`config.mk`:
```
export PLATFORM = sky130hd
export DESIGN_NAME = playback_sequencer
export DESIGN_NICKNAME = d
export VERILOG_FILES = /design/src/rtl/playback_sequencer.sv
export SDC_FILE = /design/constraint.sdc
export NUM_CORES = 1
export LEC_CHECK = 0
export CORE_MARGIN = 2
export CORE_UTILIZATION = 54
export CTS_CLUSTER_SIZE = 28
export DETAILED_ROUTE_END_ITERATION = 16
export GPL_ROUTABILITY_DRIVEN = 0
export GPL_TIMING_DRIVEN = 0
export PLACE_DENSITY_LB_ADDON = 0.05
export SYNTH_ARGS = -nofsm -noshare
export SYNTH_HDL_FRONTEND = slang
export SYNTH_SLANG_ARGS = --single-unit
```
`constraint.sdc`:
```
create_clock -name clk -period 3.4 [get_ports clk]
set_clock_uncertainty 0.15 [all_clocks]
set_input_delay 0.51 -clock clk [delete_from_list [all_inputs] [get_ports clk]]
set_output_delay 0.51 -clock clk [all_outputs]
set_load 0.05 [all_outputs]
```
`src/rtl/playback_sequencer.sv`:
```
// ---------------------------------------------------------------------------
// playback_sequencer
//
// Record/playback controller. Each save pulse writes one entry into an
// external dual-port RAM at the next free slot (up to DEPTH entries). An
// execute pulse, or filling the last slot, replays the stored entries. Each
// entry gets one READ cycle followed by max(step_ticks,1) SHOW cycles. The
// block owns its entry count, read pointer and interval timer. The write
// pointer is simply the low bits of the entry count.
//
// Ports:
//   clk, reset_n   system clock, asynchronous active-low reset
//   save           one-cycle pulse, records one entry
//   execute        one-cycle pulse, starts playback
//   clear          synchronous abort back to IDLE, entries discarded
//   step_ticks     SHOW duration in clock cycles (0 behaves as 1)
//   wr_en/wr_addr  RAM write strobe and address
//   rd_en/rd_addr  RAM read strobe and address
//   count          number of stored entries (0..DEPTH)
//   busy           high while in READ or SHOW
//   done           one-cycle pulse when playback of the last entry ends
//   lights         status LEDs: IDLE 001, WAIT 010, SHOW 100, SAVE/READ 111
//
// Build option:
//   PLAYBACK_LOOP_EN  When defined, playback loops forever. After the last
//                     entry the read pointer wraps to 0, and done pulses
//                     together with that READ. Only clear or reset_n stops it.
// ---------------------------------------------------------------------------
module playback_sequencer #(
    parameter  int DEPTH  = 16,
    parameter  int TICK_W = 24,
    localparam int AW     = $clog2(DEPTH)
) (
    input  logic              clk,
    input  logic              reset_n,
    input  logic              save,
    input  logic              execute,
    input  logic              clear,
    input  logic [TICK_W-1:0] step_ticks,
    output logic              wr_en,
    output logic [AW-1:0]     wr_addr,
    output logic              rd_en,
    output logic [AW-1:0]     rd_addr,
    output logic [AW:0]       count,
    output logic              busy,
    output logic              done,
    output logic [2:0]        lights
);

    typedef enum logic [2:0] {
        IDLE,
        SAVE,
        WAIT,
        READ,
        SHOW
    } state_t;

    localparam logic [AW:0] FULL_COUNT = (AW+1)'(DEPTH);

    state_t            state_q;
    state_t            state_d;
    logic [AW:0]       count_q;
    logic [AW-1:0]     rd_ptr_q;
    logic [TICK_W-1:0] timer_q;
    logic              done_q;

    logic              full;
    logic              last_entry;
    logic              show_expired;
    logic [TICK_W-1:0] load_value;

    // Status terms shared by the next-state logic and the datapath.
    // A zero interval is loaded as 0, so SHOW still lasts one cycle.
    always_comb begin
        full         = (count_q == FULL_COUNT);
        last_entry   = (({1'b0, rd_ptr_q} + (AW+1)'(1)) == count_q);
        show_expired = (state_q == SHOW) && !clear && (timer_q == '0);
        load_value   = (step_ticks == '0) ? '0 : (step_ticks - TICK_W'(1));
    end

    // Next-state decode. clear beats save, and save beats execute or full.
    // A save while full is dropped because full sends WAIT straight to READ.
    always_comb begin
        state_d = state_q;
        case (state_q)
            IDLE: begin
                if (!clear && save) begin
                    state_d = SAVE;
                end
            end
            SAVE: begin
                state_d = clear ? IDLE : WAIT;
            end
            WAIT: begin
                if (clear) begin
                    state_d = IDLE;
                end else if (save && !full) begin
                    state_d = SAVE;
                end else if (execute || full) begin
                    state_d = READ;
                end
            end
            READ: begin
                state_d = clear ? IDLE : SHOW;
            end
            SHOW: begin
                if (clear) begin
                    state_d = IDLE;
                end else if (timer_q == '0) begin
`ifdef PLAYBACK_LOOP_EN
                    state_d = READ;
`else
                    state_d = last_entry ? IDLE : READ;
`endif
                end
            end
            default: begin
                state_d = IDLE;
            end
        endcase
    end

    // State register and datapath. Entering or staying in IDLE wipes count,
    // read pointer and timer. done is registered from the final SHOW expiry.
    // Without looping it therefore shows in the first IDLE cycle. With
    // looping it shows alongside the wrap-around READ.
    always_ff @(posedge clk or negedge reset_n) begin
        if (!reset_n) begin
            state_q  <= IDLE;
            count_q  <= '0;
            rd_ptr_q <= '0;
            timer_q  <= '0;
            done_q   <= 1'b0;
        end else begin
            state_q <= state_d;
            done_q  <= show_expired && last_entry;
            if (state_d == IDLE) begin
                count_q  <= '0;
                rd_ptr_q <= '0;
                timer_q  <= '0;
            end else begin
                case (state_q)
                    SAVE: begin
                        count_q <= count_q + (AW+1)'(1);
                    end
                    WAIT: begin
                        if (state_d == READ) begin
                            rd_ptr_q <= '0;
                        end
                    end
                    READ: begin
                        timer_q <= load_value;
                    end
                    SHOW: begin
                        if (!show_expired) begin
                            timer_q <= timer_q - TICK_W'(1);
                        end else begin
                            rd_ptr_q <= last_entry ? '0 : (rd_ptr_q + AW'(1));
                        end
                    end
                    default: begin
                    end
                endcase
            end
        end
    end

    // Output decode from registered state. The only input-to-output path
    // is clear gating wr_en, so an aborted SAVE never writes the RAM.
    always_comb begin
        wr_en   = (state_q == SAVE) && !clear;
        wr_addr = count_q[AW-1:0];
        rd_en   = (state_q == READ);
        rd_addr = rd_ptr_q;
        count   = count_q;
        busy    = (state_q == READ) || (state_q == SHOW);
        done    = done_q;
    end

    // Status LEDs.
    always_comb begin
        lights = 3'b001;
        case (state_q)
            IDLE:    lights = 3'b001;
            WAIT:    lights = 3'b010;
            SHOW:    lights = 3'b100;
            SAVE:    lights = 3'b111;
            READ:    lights = 3'b111;
            default: lights = 3'b001;
        endcase
    end

endmodule

```
==> qor.csv <==
metric,value,unit
Core Rows,27,
r2r startpoint,timer_q[0],
post-synthesis adder-cell area fraction,2.50,%
area added between synthesis and finish,21.3,%
hold_ws,0.160,ns
Mean Syn Cell Area,7.94,um^2
final-stage net count,468,
Die ar.,6180,um^2
largest net degree at the start of global routing,38,
Worst R2R Path Depth,9,
unrepaired setup endpoints after global routing,no,
"Distinct cells, synth",62,
Worst-Margin Slew,0.866,ns
sequential fraction of the synthesis area,30.8,%
Worst Setup End Kind,flop,
DR DRC count,0,
number of post-CTS setup repair buffers,0,
Critical Path AT,3.23,ns
Max Cap Violations,0,
Synth Register Bits,37,
Antenna Violating Nets Remaining,0,
YS warnings,0,
CP max-delay cell,nor4_1,
fin crit share,94.6,%
worst-path cell chain,clkdlybuf4s50_1 > nor4_1 > nand4_1 > nor3_2 > nor2_1 > a21oi_1 > o21ai_0,
WL/cell,16.0,um
TritonCTS buffer count,5,
compound-gate portion of the synthesized area,18.8,%
crit path kind,in -> reg,
CTS Hold Buffers Added,0,
CTS tree,built,
Yosys top cell by area,dfrtp_1,
Final setup viols,0,
FF-to-FF setup slack,0.40,ns
Vias/cell,6.08,
main combinational cell family by area after synthesis,simple AND/OR/NAND/NOR gates,
Root Buffer,clkbuf_8,
crit-path max cell delay,0.75,ns
initial antenna violation count,0,
Post-DP Area,3560,um^2
HP Class,in -> async,
GRT Total Usage,26.3,%
Post-synth EDFFs,0,
Post-Synth Simple-Gate Area,31.2,%
Starting Density,55.3,%
GRT Residual Overflow,0,
syn nets,414,
reg2reg end,rd_addr[0],
Syn Inst Count,379,
CTS max path bufs,2,
core footprint,5440,um^2
vias in the first global route,2854,
global-route wire length before repair,13.0,mm
input/output buffers,47,
PostCTS Resize Cnt,2,
die height,78.6,um
Async SR Flop Fraction,100,%
share of layout cells above drive strength 1,8.06,%
drt first pass iters,5,
"commonest cells after routing, fill and taps aside","nor2_1, clkdlybuf4s50_1, dfrtp_1",
Worst slew margin,41.8,%
DRT Wirelength,8.10,mm
Critical Path Start Type,input port,
CTS Sinks,37,
PD cells,287,nW/um^2
status,finished clean,
"Clk Latency, worst-skew pair",0.30,ns
ys flop type,dfrtp_1,
WP buf/inv,1,
"critical path fanouts, max",10,
fmax,311,MHz
"Hold Vio Cnt, Final",0,
post-synthesis mux area share,1.41,%
synth top area cells,"dfrtp_1, nor2_1, o21ai_0",
fin area,3650,um^2
Peak VDD IR,0.000175,V
"CTS clk-pin slew, worst paths",0.08,ns
LEAKAGE,0.00156,uW
DP HPWL,6.06,mm
"Slew Viols, Final",0,
H-tree depth,2,
final critical-path required period,3.22,ns
CP top delay family,simple AND/OR/NAND/NOR gates,
Critical Path RT,3.41,ns
mapped cell area,3010,um^2
Synth top area share,30.8,%
Synth Area in XOR/XNOR,9.90,%
Critical Path Source,step_ticks[8],
ANT cells,0,
Die Span X,78.6,um
via count,3078,
first-iteration detailed-routing DRC count,251,
Top Ports,49,
-- synth_stat cells (all sizes together), types with 9 or more instances --
library cell,instances
nor2,45
dfrtp,37
o21ai,32
nand2,30
a21oi,24
nor3,21
xnor2,17
xor2,17
nor4,16
nand3,15
clkbuf,14
inv,11
buf,9
nand4,9
-- worst register-to-register path, stage by stage, from the launching register on --
cell and delay (ns):
dfrtp_1 0.43, inv_1 0.08, ha_1 0.13, clkbuf_1 0.35, nand3_1 0.25, o31ai_2 0.46, o21a_1 0.32, inv_2 0.16
nor2_2 0.39, o22ai_1 0.15
-- stage by stage --
step                      setup TNS (ns)  util (%)  power, uW  std cells  worst slack [ns]
after floorplan                        0         -        631        379             0.582
after global placement           -0.0399      65.6        735        498           -0.0399
after detailed placement        -0.00712      65.5        738        498          -0.00712
after CTS                              0      67.1       1040        506             0.221
after global routing                   0      67.1       1090        506            0.0713
final                                  0      67.1       1050        506             0.185
-- layer usage --
layer / global-route usage, % / vias up / share of wire, %
li1: - / 1477 / -
met1: 32.9 / 1424 / 42
met2: 44.6 / 142 / 47
met3: 3.68 / 35 / 6.9
met4: 12.5 / 0 / 3.7
met5: 0 / - / 0
-- final cells by class --
class	instances	area, um^2
multi-input cells	308	1920
fillers	493	1790
flip-flops and latches	37	926
repair buffers	47	463
plain buffers	23	120
well taps	72	90.1
clock buffers	5	68.8
inverters	11	41.3
clock inverters	3	17.5
-- state kept, by name, summed over array words and instances, names as in the netlist --
name / flops
rd_addr: 4
timer_q: 24
done: 1
count: 5
state_q: 3
-- cell families (layout without fill, tap and decap cells) --
group | after synthesis | after routing
flops | 37 | 37
xor+xnor | 34 | 34
compound gates | 90 | 90
buf+inv | 34 | 89
simple gates | 174 | 174
fa+ha+maj | 6 | 6
mux | 4 | 4
-- worst max path at each step --
| stage | to | slack (ns) | cells past startpoint |
|---|---|---|---|
| after global routing | timer_q[15] | 0.07 | 7 |
| after floorplan | rd_addr[2] | 0.58 | 7 |
| final | timer_q[15] | 0.18 | 7 |
| after CTS | busy | 0.22 | 6 |
| after detailed placement | timer_q[15] | -0.007 | 7 |
| after global placement | timer_q[15] | -0.04 | 7 |
-- power breakdown --
part,leakage (uW),switching (uW),internal [uW]
clock,0.0000439,174,142
sequential,0.000515,8.68,447
combinational,0.00100,171,106
Note: power is estimated with default switching activity, not from simulation.
